[src/rtl/alu_pkg.sv]
// Shared op codes, FSM state type and op-class helpers for the execute-stage ALU.
// Used by alu_multicycle and alu_muldiv_iter; optional build macro ALU_FAST_MUL_EN lives in the top.
package alu_pkg;

    localparam logic [4:0] OP_ADD    = 5'h00;
    localparam logic [4:0] OP_SUB    = 5'h01;
    localparam logic [4:0] OP_AND    = 5'h02;
    localparam logic [4:0] OP_OR     = 5'h03;
    localparam logic [4:0] OP_XOR    = 5'h04;
    localparam logic [4:0] OP_SLT    = 5'h05;
    localparam logic [4:0] OP_SLTU   = 5'h06;
    localparam logic [4:0] OP_SLL    = 5'h07;
    localparam logic [4:0] OP_SRL    = 5'h08;
    localparam logic [4:0] OP_SRA    = 5'h09;
    localparam logic [4:0] OP_MUL    = 5'h0A;
    localparam logic [4:0] OP_MULH   = 5'h0B;
    localparam logic [4:0] OP_MULHSU = 5'h0C;
    localparam logic [4:0] OP_MULHU  = 5'h0D;
    localparam logic [4:0] OP_DIV    = 5'h0E;
    localparam logic [4:0] OP_DIVU   = 5'h0F;
    localparam logic [4:0] OP_REM    = 5'h10;
    localparam logic [4:0] OP_REMU   = 5'h11;

    typedef enum logic {S_IDLE, S_ITER} state_t;

    function automatic logic is_muldiv(input logic [4:0] op);
        return (op >= OP_MUL) && (op <= OP_REMU);
    endfunction

    function automatic logic is_div(input logic [4:0] op);
        return (op >= OP_DIV) && (op <= OP_REMU);
    endfunction

endpackage

[src/rtl/alu_muldiv_iter.sv]
// Iterative unsigned engine: restoring divide or shift-add multiply, one bit per step.
// Accumulator is {hi, lo}: product, or {remainder, quotient}. The next value is exposed so the top can register on the last step.
module alu_muldiv_iter #(
    parameter int XLEN = 32
) (
    input  logic              clk,
    input  logic              rst_n,
    input  logic              i_kill,
    input  logic              i_start,
    input  logic              i_step,
    input  logic              i_is_div,
    input  logic [XLEN-1:0]   i_a,
    input  logic [XLEN-1:0]   i_b,
    output logic              o_last,
    output logic [2*XLEN-1:0] o_acc_nxt
);
    localparam int CW = $clog2(XLEN) + 1;

    logic [CW-1:0]     r_cnt;
    logic [2*XLEN-1:0] r_acc;
    logic [XLEN-1:0]   r_b;
    logic              r_div;

    logic [XLEN:0]     w_madd;
    logic [2*XLEN-1:0] w_mul_nxt;
    logic [XLEN:0]     w_rsh;
    logic [XLEN+1:0]   w_diff;
    logic [2*XLEN-1:0] w_div_nxt;

    // Multiply: add multiplicand into the high half when the LSB is set, then shift right.
    assign w_madd    = {1'b0, r_acc[2*XLEN-1:XLEN]} + (r_acc[0] ? {1'b0, r_b} : '0);
    assign w_mul_nxt = {w_madd, r_acc[XLEN-1:1]};

    // Divide: shift next dividend bit into the remainder, subtract if it fits.
    assign w_rsh     = r_acc[2*XLEN-1:XLEN-1];
    assign w_diff    = {1'b0, w_rsh} - {2'b00, r_b};
    assign w_div_nxt = w_diff[XLEN+1] ? {w_rsh[XLEN-1:0], r_acc[XLEN-2:0], 1'b0}
                                      : {w_diff[XLEN-1:0], r_acc[XLEN-2:0], 1'b1};

    assign o_acc_nxt = r_div ? w_div_nxt : w_mul_nxt;
    assign o_last    = i_step && (r_cnt == CW'(XLEN - 1));

    always_ff @(posedge clk) begin
        if (!rst_n || i_kill) begin
            r_cnt <= '0;
            r_acc <= '0;
            r_b   <= '0;
            r_div <= 1'b0;
        end else if (i_start) begin
            r_cnt <= '0;
            r_acc <= {{XLEN{1'b0}}, i_a};
            r_b   <= i_b;
            r_div <= i_is_div;
        end else if (i_step) begin
            r_acc <= o_acc_nxt;
            r_cnt <= r_cnt + 1'b1;
        end
    end

endmodule

[src/rtl/alu_multicycle.sv]
// Execute-stage ALU: single-cycle RV32I ops, iterative RV32M, valid/ready in and out with a held result register.
// Build macro ALU_FAST_MUL_EN: multiplies complete in one cycle through a combinational multiplier.
module alu_multicycle
    import alu_pkg::*;
#(
    parameter int XLEN = 32
) (
    input  logic            clk,
    input  logic            rst_n,
    input  logic            flush,
    input  logic            in_valid,
    output logic            in_ready,
    input  logic [4:0]      alu_control,
    input  logic [XLEN-1:0] op_a,
    input  logic [XLEN-1:0] op_b,
    output logic            out_valid,
    input  logic            out_ready,
    output logic [XLEN-1:0] result,
    output logic            zero,
    output logic            busy
);
    localparam int SHW = $clog2(XLEN);
    localparam logic [XLEN-1:0] INT_MIN = {1'b1, {(XLEN-1){1'b0}}};

    state_t            r_state, w_state_nxt;
    logic              r_out_valid, r_zero, r_neg_q, r_neg_r;
    logic [XLEN-1:0]   r_result;
    logic [4:0]        r_op;

    logic              w_accept, w_iter, w_last, w_sa, w_sb, w_a_neg, w_b_neg;
    logic              w_div0, w_ovf;
    logic [SHW-1:0]    w_sh;
    logic [XLEN-1:0]   w_a_mag, w_b_mag, w_imm, w_fix, w_q, w_r;
    logic [2*XLEN-1:0] w_it, w_prod;

    assign in_ready  = (r_state == S_IDLE) && (!r_out_valid || out_ready);
    assign w_accept  = in_valid && in_ready;
    assign busy      = (r_state == S_ITER);
    assign out_valid = r_out_valid;
    assign result    = r_result;
    assign zero      = r_zero;

    // Operand signedness per op; MUL low word is sign-agnostic so it shares the signed path.
    assign w_sa    = (alu_control == OP_MUL) || (alu_control == OP_MULH) || (alu_control == OP_MULHSU)
                  || (alu_control == OP_DIV) || (alu_control == OP_REM);
    assign w_sb    = (alu_control == OP_MUL) || (alu_control == OP_MULH)
                  || (alu_control == OP_DIV) || (alu_control == OP_REM);
    assign w_a_neg = w_sa && op_a[XLEN-1];
    assign w_b_neg = w_sb && op_b[XLEN-1];
    assign w_a_mag = w_a_neg ? -op_a : op_a;
    assign w_b_mag = w_b_neg ? -op_b : op_b;
    assign w_sh    = op_b[SHW-1:0];

    assign w_div0  = is_div(alu_control) && (op_b == '0);
    assign w_ovf   = ((alu_control == OP_DIV) || (alu_control == OP_REM))
                  && (op_a == INT_MIN) && (op_b == '1);

`ifdef ALU_FAST_MUL_EN
    logic [2*XLEN-1:0] w_fa, w_fb, w_fp;
    assign w_fa   = {{XLEN{w_a_neg}}, op_a};
    assign w_fb   = {{XLEN{w_b_neg}}, op_b};
    assign w_fp   = w_fa * w_fb;
    assign w_iter = is_div(alu_control) && !(w_div0 || w_ovf);
`else
    assign w_iter = is_muldiv(alu_control) && !(w_div0 || w_ovf);
`endif

    always_comb begin
        w_imm = op_a + op_b;
        unique case (alu_control)
            OP_SUB:  w_imm = op_a - op_b;
            OP_AND:  w_imm = op_a & op_b;
            OP_OR:   w_imm = op_a | op_b;
            OP_XOR:  w_imm = op_a ^ op_b;
            OP_SLT:  w_imm = {{(XLEN-1){1'b0}}, $signed(op_a) < $signed(op_b)};
            OP_SLTU: w_imm = {{(XLEN-1){1'b0}}, op_a < op_b};
            OP_SLL:  w_imm = op_a << w_sh;
            OP_SRL:  w_imm = op_a >> w_sh;
            OP_SRA:  w_imm = $signed(op_a) >>> w_sh;
`ifdef ALU_FAST_MUL_EN
            OP_MUL:  w_imm = w_fp[XLEN-1:0];
            OP_MULH, OP_MULHSU, OP_MULHU: w_imm = w_fp[2*XLEN-1:XLEN];
`endif
            OP_DIV, OP_DIVU: w_imm = w_div0 ? '1 : op_a;
            OP_REM, OP_REMU: w_imm = w_div0 ? op_a : '0;
            default: w_imm = op_a + op_b;
        endcase
    end

    alu_muldiv_iter #(.XLEN(XLEN)) u_iter (
        .clk       (clk),
        .rst_n     (rst_n),
        .i_kill    (flush),
        .i_start   (w_accept && w_iter),
        .i_step    (r_state == S_ITER),
        .i_is_div  (is_div(alu_control)),
        .i_a       (w_a_mag),
        .i_b       (w_b_mag),
        .o_last    (w_last),
        .o_acc_nxt (w_it)
    );

    // Sign fixup on the final step: product/quotient by sign xor, remainder by dividend sign.
    assign w_prod = r_neg_q ? -w_it : w_it;
    assign w_q    = r_neg_q ? -w_it[XLEN-1:0] : w_it[XLEN-1:0];
    assign w_r    = r_neg_r ? -w_it[2*XLEN-1:XLEN] : w_it[2*XLEN-1:XLEN];

    always_comb begin
        w_fix = w_prod[2*XLEN-1:XLEN];
        unique case (r_op)
            OP_MUL:  w_fix = w_prod[XLEN-1:0];
            OP_DIV:  w_fix = w_q;
            OP_DIVU: w_fix = w_it[XLEN-1:0];
            OP_REM:  w_fix = w_r;
            OP_REMU: w_fix = w_it[2*XLEN-1:XLEN];
            default: w_fix = w_prod[2*XLEN-1:XLEN];
        endcase
    end

    always_ff @(posedge clk) begin
        if (!rst_n) r_state <= S_IDLE;
        else        r_state <= w_state_nxt;
    end

    always_comb begin
        w_state_nxt = r_state;
        unique case (r_state)
            S_IDLE:  if (w_accept && w_iter) w_state_nxt = S_ITER;
            S_ITER:  if (w_last)             w_state_nxt = S_IDLE;
            default: w_state_nxt = S_IDLE;
        endcase
        if (flush) w_state_nxt = S_IDLE;
    end

    always_ff @(posedge clk) begin
        if (!rst_n) begin
            r_out_valid <= 1'b0;
            r_result    <= '0;
            r_zero      <= 1'b0;
            r_op        <= OP_ADD;
            r_neg_q     <= 1'b0;
            r_neg_r     <= 1'b0;
        end else if (flush) begin
            r_out_valid <= 1'b0;
        end else begin
            if (w_accept && !w_iter) begin
                r_result    <= w_imm;
                r_zero      <= (w_imm == '0);
                r_out_valid <= 1'b1;
            end else if (w_last) begin
                r_result    <= w_fix;
                r_zero      <= (w_fix == '0);
                r_out_valid <= 1'b1;
            end else if (out_ready) begin
                r_out_valid <= 1'b0;
            end
            if (w_accept) begin
                r_op    <= alu_control;
                r_neg_q <= w_a_neg ^ w_b_neg;
                r_neg_r <= w_a_neg;
            end
        end
    end

endmodule

[config.mk]
export PLATFORM = sky130hd
export DESIGN_NAME = alu_multicycle
export DESIGN_NICKNAME = d
export VERILOG_FILES = /design/src/rtl/alu_pkg.sv /design/src/rtl/alu_muldiv_iter.sv /design/src/rtl/alu_multicycle.sv
export SDC_FILE = /design/constraint.sdc
export NUM_CORES = 1
export LEC_CHECK = 0
export CAP_MARGIN = 0
export CELL_PAD_IN_SITES_DETAIL_PLACEMENT = 0
export CELL_PAD_IN_SITES_GLOBAL_PLACEMENT = 2
export CORE_UTILIZATION = 40
export CTS_CLUSTER_DIAMETER = 50
export DETAILED_ROUTE_END_ITERATION = 16
export PLACE_DENSITY = 0.95
export SLEW_MARGIN = 40
export SYNTH_ARGS = -nofsm -noshare
export SYNTH_HDL_FRONTEND = slang
export SYNTH_SLANG_ARGS = --single-unit
export TNS_END_PERCENT = 5
[constraint.sdc]
create_clock -name clk -period 14.6 [get_ports clk]
set_clock_uncertainty 0.1 [all_clocks]
set_input_delay 2.92 -clock clk [delete_from_list [all_inputs] [get_ports clk]]
set_output_delay 2.92 -clock clk [all_outputs]
set_load 0.01 [all_outputs]
# ---- Word-level counts from Yosys, hierarchy flattened
# Index checks and enable logic that the tools add are counted.
dict set report word_totals {
  regBits 145
  latch_bits 0
  mem_bits_rw 0
  romBits 0
  output_inout_bits 36
  memories 0
}
dict set report op_classes {
  addsub 10
  multipliers 0
  div 0
  order_cmp 5
  n_eq_ne 24
  shifts 3
  muxes 24
  n_bitwise 7
  reduce_logical 39
}
# operator count
set op_table {}
lappend op_table {{$mux W32} 11}
lappend op_table {{$pmux W32 S11} 1}
lappend op_table {{$mux W64} 3}
lappend op_table {{$pmux W32 S5} 1}
lappend op_table {{$neg A32 Y32} 4}
lappend op_table {{$logic_not A32 Y1} 3}
lappend op_table {{$eq A32 B32 Y1 const B} 2}
lappend op_table {{$lt A32 B32 Y1} 2}
lappend op_table {{$neg A64 Y64} 1}
lappend op_table {{$eq A5 B4 Y1 const B} 10}
lappend op_table {{$sub A33 B32 Y34} 1}
lappend op_table {{$add A32 B32 Y33} 1}
lappend op_table {{$add A32 B32 Y32} 1}
lappend op_table {{$and A32 B32 Y32} 1}
lappend op_table {{$or A32 B32 Y32} 1}
lappend op_table {{$shl A32 B5 Y32} 1}
lappend op_table {{$shr A32 B5 Y32} 1}
lappend op_table {{$sshr A32 B5 Y32} 1}
lappend op_table {{$sub A32 B32 Y32} 1}
lappend op_table {{$xor A32 B32 Y32} 1}
lappend op_table {{$eq A5 B3 Y1 const B} 4}
lappend op_table {{$eq A5 B5 Y1 const B} 4}
lappend op_table {{$logic_and A1 B1 Y1} 13}
lappend op_table {{$eq A5 B2 Y1 const B} 2}
lappend op_table {{15 further kinds} 41}

# ---- Longest topological paths before layout
dict set report depth {
  word_depth 11
  depth_mapped 29
  mapped_depth_nobuf 26
}

# ---- Cells and area by module
# Synthesis repeated with hierarchy kept, for this count alone.
dict set report hier_totals {
  hier_cells 3536
  hier_area_um2 24985.2
}
# mod n_inst cells_per_inst area_each_um2 seq_area_each_um2
set modules_own_cells {}
lappend modules_own_cells {alu_multicycle 1 2404 16226.8 840.8}
lappend modules_own_cells {alu_muldiv_iter 1 1132 8758.4 2062.0}

# ---- Worst setup path before layout
# Ideal clock, no wire load.
dict set report synth_path {
  kind {input-to-reg}
  from {input op_b[2]}
  to {register r_zero, in the netlist zero}
  setup_ns 0.062
  arrival_time_ns 8.049
  t_required_ns 14.438
  path_slack_ns 6.389
  path_stages 20
  path_buffers 4
  cell_sequence {clkbuf_1 > inv_2 > buf_1 > clkbuf_1 > buf_1 > ha_1 > a21oi_1 > o21ai_1 > a211oi_1 > o31ai_1 > a21bo_2 > a21o_1 > a21o_1 > a41o_1 > o41ai_1 > a21boi_0 > o32a_1 > or3b_2 > or4_1 > nand3_1}
}
dict set report synth_via {
  elab_chain_len 9
  elab_cells_between_ends 26
}
# item line_no
set synth_rtl {}
lappend synth_rtl {{from (decl)} alu_multicycle.sv:15} ;# input logic [XLEN-1:0] op_b,
lappend synth_rtl {{branches (longest 9 deep; another with $add A32 B32 Y32)} --}
lappend synth_rtl {{to (signal assigned)} alu_multicycle.sv:148} ;# r_zero <= (w_imm == '0);
lappend synth_rtl {{to (signal assigned)} alu_multicycle.sv:152} ;# r_zero <= (w_fix == '0);
lappend synth_rtl {{to (decl)} alu_multicycle.sv:26} ;# logic r_out_valid, r_zero, r_neg_q, r_neg_r;
# Several ways; the timed one is not identified.
# A chain may end at the register's enable or synchronous reset.

# ---- Worst setup path after layout
dict set report layout_path {
  from {input op_a[0]}
  to {register r_zero, in the netlist zero}
}
dict set report layout_via {
  elab_chain_len 10
  elab_cells_between_ends 25
}
# item line_no
set layout_rtl {}
lappend layout_rtl {{from (decl)} alu_multicycle.sv:14} ;# input logic [XLEN-1:0] op_a,
lappend layout_rtl {{branches (longest 10 deep; another with $add A32 B32 Y32)} --}
# Several ways; the timed one is not identified.

==> results.md <==
- DRT Wirelength: 121000 µm
- Critical path's largest stage delay: 830 ps
- Synth top area share: 0.118
- Setup-failing EPs final: 0
- EDFF count, synth: 0
- TritonCTS Sinks: 145
- Mapped Area: 24700 µm²
- CP startpoint kind: input port
- Cts hold-fix bufs: 0
- DRT Pass-1 Iters: 9
- Vias in the first global route: 26300
- Number of remaining DRC errors: 0
- Leakage: 10.3 nW
- Critical path type: input port to flip-flop
- Antenna violations before repair: 2
- Count leader, synth: nor2_1
- Run status: finished, final reports clean
- Asr flop ratio synth: 0
- CP Cell Sequence: clkdlybuf4s50_1, inv_1, ha_1, inv_1, fa_1, nor2b_1, o21a_1, o21ai_0, a21oi_1, o21ai_0, a21oi_1, a2111oi_0, nand4b_1, or4_1, nor3_1, nand4b_1, nor4_1, nand3b_1, nand4b_1, or4_1, nand3_1
- Total global-route track usage: 0.376
- List of most frequent post-synthesis cells: 444 x nor2_1, 287 x a21oi_1, 286 x nand2_1
- Post-synthesis mux area share: 0.114
- CTS HTree Levels: 4
- Setup tns final: 0 ps
- Syn_area_per_cell: 7.03 µm²
- Post-Synthesis Cells: 3513
- Port bufs: 109
- Maxcap violations: 0
- Die ar.: 62700 µm²
- CTS tree: yes
- Crit-path slowest cell: clkdlybuf4s50_1
- Distinct cells, synth: 103
- Die Y: 250 µm
- I/O pin total: 110
- Relative max-transition margin: 0.325
- CP Data Arrival Time: 9280 ps
- Clk buf depth: 2
- Finished Layout Cells: 4248
- Max Fclk: 0.112 GHz
- Initial Utilization: 0.407
- WL/cell: 28.5 µm
- Total CTS buffers: 17
- Compound-cell area share of the yosys netlist: 0.322
- Diodes inserted: 0
- Final min period: 8970 ps
- Placed cells: 4214
- Xor and xnor area share after synthesis: 0.0461
- Post-CTS Resized: 0
- Synth Flop Type: dfxtp_1
- Worst skew pair latency: 480 ps
- Root buf cell: clkbuf_16
- Post-CTS setup repair buffer count: 0
- Layout area overhead: 9.37%
- Worst hold path class: flip-flop to flip-flop
- Layout cells sized above 1: 0.0785
- Core Rows: 90
- Largest net degree at the start of global routing: 83
- Yosys warnings: 0
- Final count of hold timing violations: 0
- Seq cells post-synth: 145
- DP HPWL: 93900 µm
- Area share of fa/ha/maj cells after synthesis: 0.0879
- Pins over their slew limit: 0
- Critical Path RT: 14920 ps
- Mapped Nets: 3758
- Width of the die: 250 µm
- Tcrit/Tclk final: 0.614
- VDD IR max: 0.0000934 V
- Total gr overflow: 0
- Crit Path Max Fanout: 9
- Simple-Gate Fraction of Synth Area: 0.244
- Core Box Area: 60700 µm²
- First-pass GRT wire length: 178000 µm
- DR iter-0 viols: 3799
- Unrepaired setup endpoints after global routing: false
- DR vias/cell: 6.80
- Fillcell total: 6374
- Crit-path most repeated cell: nand4b_1
- Final net count: 3698
- Least-Margin Pin Slew: 1010 ps
- Routability cong.: 1.06
- Routed Antenna Nets: 0
- Worst-path clk slew: 70 ps
- Post-synthesis sequential area ratio: 0.118
- Leading area contributor after synthesis: dfxtp_1
- Main combinational cell family by area after synthesis: compound AO/OA/AOI/OAI gates
- Setup crit end kind: flip-flop
- DR vias: 28900
- Top cells by area, synth: dfxtp_1 12%, ha_1 8.5%, nor2_1 6.8%
- PwrDens: 64.7 nW/µm²
## kinds of logic after synthesis
group | Yosys count
AND/OR/NAND/NOR | 1258
AO/OA/AOI/OAI | 1177
buffers and inverters | 431
multiplexers | 201
adder cells (fa/ha/maj) | 171
flip-flops | 145
XOR/XNOR | 130
## sequential cells by signal, summed over array words and instances (netlist names)
name / cells
u_iter.r_acc: 64
result: 32
u_iter.r_b: 32
u_iter.r_cnt: 6
r_op: 5
busy: 1
out_valid: 1
r_neg_q: 1
r_neg_r: 1
u_iter.r_div: 1
zero: 1
## worst max-delay path, delay by kind of cell
kind	cells	cell delay, ps
adders and majority gates	2	610
buffers and inverters	3	1210
AOI/OAI and AO/OA	6	1820
and+or+nand+nor	10	2710
## final timing paths
kind | start | endpoint | slack, ps | depth (start not counted)
setup / recovery | op_a[0] | zero | 5630 | 21
hold / removal | result[31] | result[31] | 350 | 2
setup reg to reg | u_iter.r_b[1] | zero | 6150 | 25
hold reg to reg | result[31] | result[31] | 350 | 2
## where the power goes
| part | leakage, nW | total [mW] | switching (mW) | internal, mW |
|---|---|---|---|---|
| Sequential | 1.17 | 0.419 | 0.0129 | 0.406 |
| Clock | 0.286 | 0.472 | 0.208 | 0.264 |
| Combinational | 8.87 | 0.856 | 0.568 | 0.289 |
## cells in the final DEF (no fill, tap or decap), types with 108 or more instances in the layout
master | synthesis | final
o21ai_0 | 205 | 205
mux2i_1 | 119 | 119
ha_1 | 167 | 167
nand2_1 | 286 | 286
a211oi_1 | 109 | 108
inv_1 | 165 | 165
nor2_1 | 444 | 442
a21oi_1 | 287 | 285
dfxtp_1 | 145 | 143
xnor2_1 | 108 | 108
## stage by stage
step / util / hold slack [ps] / power [mW] / instance area (µm²) / setup slack, ps
floorplan: - / 340 / 0.955 / 24700 / 6390
global placement: 0.433 / 343 / 1.25 / 26300 / 5450
detailed placement: 0.434 / 349 / 1.24 / 26300 / 5440
CTS: 0.444 / 358 / 1.71 / 26900 / 5900
global route: 0.445 / 380 / 1.81 / 27000 / 5510
finish: 0.445 / 353 / 1.75 / 27000 / 5630
## metal layers
layer,GRT usage,part of all wire
met5,0,0.00011
met4,0.235,0.076
met3,0.0699,0.096
met2,0.580,0.43
met1,0.483,0.40
## layout make-up
cell class,count,area (µm²),area share
tap,782,978,0.0362
inverter,170,638,0.0236
multi-input combinational,2937,20200,0.749
sequential,145,2910,0.108
clock buffer,19,454,0.0168
timing repair buffer,182,1640,0.0607
clock inverter,13,146,0.00542
(Power assumes the default switching activity.)
